==> src/rtl/battleship_pkg.sv <==
// Shared definitions for the battleship board: cell encoding, board size, FSM states.
// Latency: n/a (types and constants only).
// Backpressure: n/a.
package battleship_pkg;

  localparam int NUM_CELLS = 100;
  localparam int CELL_W    = 2;

  localparam logic [CELL_W-1:0] CELL_EMPTY = 2'd0;
  localparam logic [CELL_W-1:0] CELL_SHIP  = 2'd1;
  localparam logic [CELL_W-1:0] CELL_HIT   = 2'd2;
  localparam logic [CELL_W-1:0] CELL_MISS  = 2'd3;

  // CLEAR sweeps the board to EMPTY; READY services game writes.
  typedef enum logic {
    ST_CLEAR = 1'b0,
    ST_READY = 1'b1
  } board_state_e;

endpackage

==> src/rtl/board_mem.sv <==
// Simple dual-port cell RAM: one synchronous write port, one synchronous read-first read port.
// Latency: read address sampled at edge N, data valid after edge N; write lands at the same edge.
// Backpressure: none, accepts a read and a write every cycle; contents are not reset.
module board_mem
  import battleship_pkg::*;
#(
  parameter int DEPTH = 128,
  parameter int MAW   = 7
) (
  input  logic              clk,
  input  logic              we_i,
  input  logic [MAW-1:0]    waddr_i,
  input  logic [CELL_W-1:0] wdata_i,
  input  logic [MAW-1:0]    raddr_i,
  output logic [CELL_W-1:0] rdata_o
);

  logic [CELL_W-1:0] mem_q [DEPTH];

  // Read-first: a same-edge write is not visible to the read issued at that edge.
  always_ff @(posedge clk) begin
    if (we_i) begin
      mem_q[waddr_i] <= wdata_i;
    end
    rdata_o <= mem_q[raddr_i];
  end

endmodule

==> src/rtl/battleship_board.sv <==
// One player's 10x10 board: cursor/display reads, read-modify-write cell updates, live SHIP/HIT counts.
// Latency: reads 1 cycle; a write sampled at edge N commits (cell and counters) at edge N+1.
// Backpressure: none; writes are dropped while clearing (ready=0) or when out of range.
module battleship_board
  import battleship_pkg::*;
#(
  parameter int CELLS = NUM_CELLS,
  parameter int AW    = 8
) (
  input  logic              clk,
  input  logic              reset_n,
  input  logic              new_game,
  input  logic [AW-1:0]     cursor,
  output logic [CELL_W-1:0] rd_data,
  input  logic [AW-1:0]     wr_addr,
  input  logic              wr_en,
  input  logic [CELL_W-1:0] wr_val,
  input  logic [6:0]        disp_addr,
  output logic [CELL_W-1:0] disp_data,
  input  logic              placement_done,
  output logic              ready,
  output logic [6:0]        ship_cnt,
  output logic [6:0]        hit_cnt,
  output logic              all_sunk
);

  localparam logic [AW-1:0] CELLS_A = AW'(CELLS);
  localparam logic [6:0]    CELLS_7 = 7'(CELLS);
  localparam logic [6:0]    LAST_7  = 7'(CELLS - 1);

  board_state_e state_q, state_d;
  logic [6:0]   clr_ptr_q, clr_ptr_d;
  logic         sweep_we;

  logic              s1_vld_q;
  logic [6:0]        s1_addr_q;
  logic [CELL_W-1:0] s1_val_q;
  logic              s1_fwd_q;
  logic [CELL_W-1:0] s1_fwd_val_q;
  logic              wr_take;
  logic [CELL_W-1:0] old_val;

  logic              mem_we;
  logic [6:0]        mem_waddr;
  logic [CELL_W-1:0] mem_wdata;
  logic [CELL_W-1:0] cur_rdata, disp_rdata, rmw_rdata;

  logic              rd_ok_q, disp_ok_q;
  logic [6:0]        ship_q, ship_d, hit_q, hit_d;
  logic              all_sunk_q, all_sunk_d;

  // FSM state register and clear pointer.
  always_ff @(posedge clk or negedge reset_n) begin
    if (!reset_n) begin
      state_q   <= ST_CLEAR;
      clr_ptr_q <= '0;
    end else begin
      state_q   <= state_d;
      clr_ptr_q <= clr_ptr_d;
    end
  end

  // Next state: new_game always restarts the sweep; sweep ends after the last cell.
  always_comb begin
    state_d   = state_q;
    clr_ptr_d = clr_ptr_q;
    if (new_game) begin
      state_d   = ST_CLEAR;
      clr_ptr_d = '0;
    end else if (state_q == ST_CLEAR) begin
      if (clr_ptr_q == LAST_7) begin
        state_d   = ST_READY;
        clr_ptr_d = '0;
      end else begin
        clr_ptr_d = clr_ptr_q + 7'd1;
      end
    end
  end

  // FSM outputs: sweep owns the write port while clearing.
  always_comb begin
    sweep_we = (state_q == ST_CLEAR);
    ready    = (state_q == ST_READY);
  end

  // Stage 0 acceptance; a write committing this edge to the same cell is the true old value.
  assign wr_take = ready && wr_en && (wr_addr < CELLS_A) && !new_game;
  assign old_val = s1_fwd_q ? s1_fwd_val_q : rmw_rdata;

  // Write pipeline register (stage 1) with forwarding capture.
  always_ff @(posedge clk or negedge reset_n) begin
    if (!reset_n) begin
      s1_vld_q     <= 1'b0;
      s1_addr_q    <= '0;
      s1_val_q     <= CELL_EMPTY;
      s1_fwd_q     <= 1'b0;
      s1_fwd_val_q <= CELL_EMPTY;
    end else begin
      s1_vld_q <= wr_take;
      if (wr_take) begin
        s1_addr_q    <= wr_addr[6:0];
        s1_val_q     <= wr_val;
        s1_fwd_q     <= s1_vld_q && (s1_addr_q == wr_addr[6:0]);
        s1_fwd_val_q <= s1_val_q;
      end
    end
  end

  // Shared write port: sweep writes EMPTY, otherwise stage 1 commits unless new_game discards it.
  always_comb begin
    mem_we    = sweep_we || (s1_vld_q && !new_game);
    mem_waddr = sweep_we ? clr_ptr_q : s1_addr_q;
    mem_wdata = sweep_we ? CELL_EMPTY : s1_val_q;
  end

  board_mem u_mem_cursor (
    .clk(clk), .we_i(mem_we), .waddr_i(mem_waddr), .wdata_i(mem_wdata),
    .raddr_i(cursor[6:0]), .rdata_o(cur_rdata)
  );

  board_mem u_mem_disp (
    .clk(clk), .we_i(mem_we), .waddr_i(mem_waddr), .wdata_i(mem_wdata),
    .raddr_i(disp_addr), .rdata_o(disp_rdata)
  );

  board_mem u_mem_rmw (
    .clk(clk), .we_i(mem_we), .waddr_i(mem_waddr), .wdata_i(mem_wdata),
    .raddr_i(wr_addr[6:0]), .rdata_o(rmw_rdata)
  );

  // Counter update from the committing write's old/new values; new_game zeroes them.
  always_comb begin
    ship_d     = ship_q;
    hit_d      = hit_q;
    all_sunk_d = placement_done && ready && (ship_q == 7'd0) && (hit_q != 7'd0);
    if (new_game) begin
      ship_d = '0;
      hit_d  = '0;
    end else if (s1_vld_q) begin
      ship_d = ship_q + {6'd0, s1_val_q == CELL_SHIP} - {6'd0, old_val == CELL_SHIP};
      hit_d  = hit_q  + {6'd0, s1_val_q == CELL_HIT}  - {6'd0, old_val == CELL_HIT};
    end
  end

  // Counters, all_sunk, and read-valid qualifiers (blank reads while clearing or out of range).
  always_ff @(posedge clk or negedge reset_n) begin
    if (!reset_n) begin
      ship_q     <= '0;
      hit_q      <= '0;
      all_sunk_q <= 1'b0;
      rd_ok_q    <= 1'b0;
      disp_ok_q  <= 1'b0;
    end else begin
      ship_q     <= ship_d;
      hit_q      <= hit_d;
      all_sunk_q <= all_sunk_d;
      rd_ok_q    <= ready && (cursor < CELLS_A);
      disp_ok_q  <= ready && (disp_addr < CELLS_7);
    end
  end

  assign rd_data   = rd_ok_q   ? cur_rdata  : CELL_EMPTY;
  assign disp_data = disp_ok_q ? disp_rdata : CELL_EMPTY;
  assign ship_cnt  = ship_q;
  assign hit_cnt   = hit_q;
  assign all_sunk  = all_sunk_q;

endmodule

==> config.mk <==
export PLATFORM = sky130hd
export DESIGN_NAME = battleship_board
export DESIGN_NICKNAME = d
export VERILOG_FILES = /design/src/rtl/battleship_pkg.sv /design/src/rtl/board_mem.sv /design/src/rtl/battleship_board.sv
export SDC_FILE = /design/constraint.sdc
export NUM_CORES = 1
export LEC_CHECK = 0
export CAP_MARGIN = 0
export CELL_PAD_IN_SITES_DETAIL_PLACEMENT = 0
export CELL_PAD_IN_SITES_GLOBAL_PLACEMENT = 2
export CORE_ASPECT_RATIO = 0.8
export CORE_MARGIN = 2
export CORE_UTILIZATION = 49
export DETAILED_ROUTE_END_ITERATION = 16
export PLACE_DENSITY_LB_ADDON = 0.12
export SLEW_MARGIN = 25
export SYNTH_ARGS = -nofsm -noshare
export SYNTH_HDL_FRONTEND = slang
export SYNTH_SLANG_ARGS = --single-unit
==> constraint.sdc <==
create_clock -name clk -period 5.97 [get_ports clk]
set_input_delay 1.194 -clock clk [delete_from_list [all_inputs] [get_ports clk]]
set_output_delay 1.194 -clock clk [all_outputs]
set_load 0.05 [all_outputs]
==> parameters.txt <==
Parameter                              Value

Place
  DP Worst Slack ... between 1.5 and 2 ns
  HPWL reported at the end of detailed placement ... 36.5 mm
  Final RePlAce weighted congestion ... 0.899
  Post-placement cell area ... roughly 18000 sq um
  Inst Count DP ... approximately 1700
  Count of buffers from port buffering ... 49

Setup path
  Crit path cell chain ... clkdlybuf4s50_1 -> nor2b_1 -> a22oi_1 -> a21boi_0 -> o21ai_0 -> a21oi_1
  Crit Path Max Fanout ... 19
  Critical-path cell with the highest stage delay ... clkdlybuf4s50_1
  Type of element launching the critical path ... primary input
  CP top delay family ... compound AO/OA/AOI/OAI gates
  CP Buf/Inv Count ... 1
  Required time of the critical path ... roughly 6.4 ns
  Critical path type ... primary input to flop
  CP endpoint kind ... flop
  Worst path arrival time ... 4.14 ns
  Stage delay of the slowest cell on the critical path ... between 1 and 1.5 ns

Route
  DR vias ... 12052
  Routed wire length ... 54.6 mm
  Wire length per cell after detailed routing ... a little over 30 um
  First-pass iteration count of the detailed router ... 6
  Via-per-instance ratio ... a little under 7
  DRC errors left ... 0
  Final ANT Viol Nets ... 0
  Number of DRC violations after detailed-routing iteration 0 ... between 1500 and 2000

Floorplanning
  Initial core utilization ... 0.497
  Chip width ... around 210 um
  CORE AREA ... 34800 sq um
  Total number of placement rows ... 61
  Die Footprint ... around 37000 sq um
  I/O pin count ... 50
  Die boundary height ... between 150 and 200 um

STA
  RSZ-0062 raised after global routing ... no
  Final period util ... 0.620
  Final worst-path setup slack ... approximately 2.3 ns
  Total count of max-transition violations in the final report ... 0
  Final critical path time including I/O delays and setup ... roughly 3.7 ns
  Achievable clock frequency ... about 0.27 GHz
  Max_slew headroom ... 0.175
  Worst clock skew ... between 0.03 and 0.04 ns
  Worst hold slack across all endpoints ... approximately 0.52 ns
  Total Negative Setup Slacks ... 0 ns
  Slew at the pin closest to its max-slew limit ... 1.22 ns
  Count of endpoints failing setup in the final report ... 0
  Hold Vio Cnt, Final ... 0

Status
  Status ... finished clean

Logic synthesis
  Top cell type by total area after synthesis ... edfxtp_1
  Async set-reset flop share out of synthesis ... 0.127
  Number of storage elements in the synthesis netlist ... 300
  Most common cell in the netlist ... edfxtp_1
  Total of warnings raised by yosys ... 0
  Synthesized area divided by synthesized cell count ... 14.0 sq um
  Synthesized cell area ... about 17000 sq um
  Cell types with the highest counts after synthesis ... edfxtp_1, mux4_2, nor2_1
  Main area contributors after synthesis ... edfxtp_1, mux4_2, dfrtp_1, nor2_1, mux2i_1
  Net count of the mapped netlist ... roughly 1300
  Primary flip-flop cell chosen by synthesis mapping ... edfxtp_1
  Post-synth cell types ... about 60
  Proportion of netlist area held by the largest area contributor ... 0.444
  Number of enable-type register cells in the synthesized netlist ... approximately 260
  Gate Count Post-Synth ... 1236
  Sequential share of the synthesized area ... 0.506

Job
  # Max-Cap Violations ... 0

Hold path
  HP Class ... flop to flop

Power and ir drop
  Power per cell area ... between 200 and 250 nW/um^2
  Highest ir drop seen on vdd ... 0.235 mV
  Standby leakage power ... approximately 0.0068 uW

Global route
  Vias in the first global route ... between 10000 and 15000
  Remaining global-route overflow ... 0
  Number of antenna violations at the first check in global routing ... 0
  Maximum number of pins on one net before global-route repair ... 75
  GRT Resource Usage Total ... 0.302
  Global-route wire length before repair ... about 80 mm

Cells and area
  Footprint of the multi-input gates ... between 7000 and 8000 sq um
  Filler instances ... ~2900
  Post-layout instance count excluding filler cells ... around 1800
  Net total in the final layout ... between 1000 and 1500
  # diodes ... 0
  Layout Cell Area excl Fill ... 19200 sq um
  Share of post-route cells with drive strength above 1 ... 0.224
  Sequential cell area in the final layout ... between 8000 and 9000 sq um
  Layout-stage area growth over the synthesis result ... 11.0%

Clocking
  Clock sink total ... 300
  Clock tree from TritonCTS ... yes
  Number of buffers inserted during clock tree synthesis ... 34
  CTS root buf ... clkbuf_16
  Clock slew at the register clock pins of the worst setup and hold paths ... about 0.06 ns
  Post-CTS repair timing setup buffer count ... 0
  Clk Latency, worst-skew pair ... between 0.5 and 0.6 ns
  CTS Buffer Depth ... 3
  Depth of the CTS H-tree ... 2
  Cts hold-fix bufs ... 0
  Count of instances resized after the clock tree is built ... 0
-- worst paths after layout --
path	cells past startpoint	slack (ns)	start	endpoint
worst max-delay path	6	2.27	cursor[3]	u_mem_cursor.rdata_o[1]
worst min-delay path	2	0.52	s1_fwd_val_q[1]	s1_fwd_val_q[1]
worst max register to register	12	2.72	s1_fwd_q	hit_cnt[6]
worst min register to register	2	0.52	s1_fwd_val_q[1]	s1_fwd_val_q[1]
max in group asynchronous	1	4.91	reset_n	hit_cnt[3]
min in group asynchronous	1	0.66	reset_n	clr_ptr_q[3]
-- through the flow --
step / utilization / total power, uW
floorplan: - / 2560
global placement: 0.520 / 2700
detailed placement: 0.521 / 2700
CTS: 0.552 / 4740
global route: 0.552 / 4850
finish: 0.552 / 4730
-- area by class of cell --
type	count	share of cell area
Clock buffer	43	0.0472
Clock inverter	15	0.00801
Inverter	38	0.00742
Multi-Input combinational cell	806	0.415
Sequential cell	300	0.456
Tap cell	472	0.0307
Timing Repair Buffer	77	0.0358
-- kinds of logic after synthesis --
family	synth area share
and+or+nand+nor	0.100
DFF	0.506
muxes	0.273
AOI/OAI and AO/OA	0.0617
buffers and inverters	0.0357
adders and majority gates	0.0160
xor gates and xnor gates	0.00759
-- power by group --
group	switching, uW	leakage [uW]	internal [uW]	total [uW]
Clock	863	0.000514	1200	2070
Combinational	254	0.00276	137	391
Sequential	12.8	0.00349	2260	2270
-- tightest hold or removal path, cell delays in order (launching register included) --
cell and delay (ns):
dfrtp_1 0.37, nand2_1 0.06, nand2_1 0.06
-- state kept, by name (all words and copies together), names as in the netlist, 2 cells and up --
register              count
u_mem_disp.rdata_o        2
ship_cnt                  7
u_mem_disp.mem_q         98
u_mem_cursor.rdata_o      2
hit_cnt                   7
s1_val_q                  2
s1_fwd_val_q              2
s1_addr_q                 7
u_mem_rmw.rdata_o         2
u_mem_rmw.mem_q         158
clr_ptr_q                 7
-- routing by layer --
| metal | vias to the layer above | GRT usage | wire (um) |
|---|---|---|---|
| li1 | 4994 | - | - |
| met2 | 714 | 0.442 | 23700 |
| met3 | 103 | 0.0712 | 5860 |
| met5 | - | 0 | 0 |
| met1 | 6241 | 0.455 | 23600 |
| met4 | 0 | 0.0827 | 1420 |
-- cells in the final DEF (no fill, tap or decap), drive strengths merged, types with 14 or more instances in the layout --
cell type,n
dfrtp,38
ha,19
buf,36
nand2,71
edfxtp,256
nor2,178
inv,40
mux2i,39
a22oi,28
nand4,22
clkdlybuf4s50,41
o21ai,19
a21oi,22
clkbuf,43
mux4,188
nand3,39
a211oi,14
(Power assumes the default switching activity.)
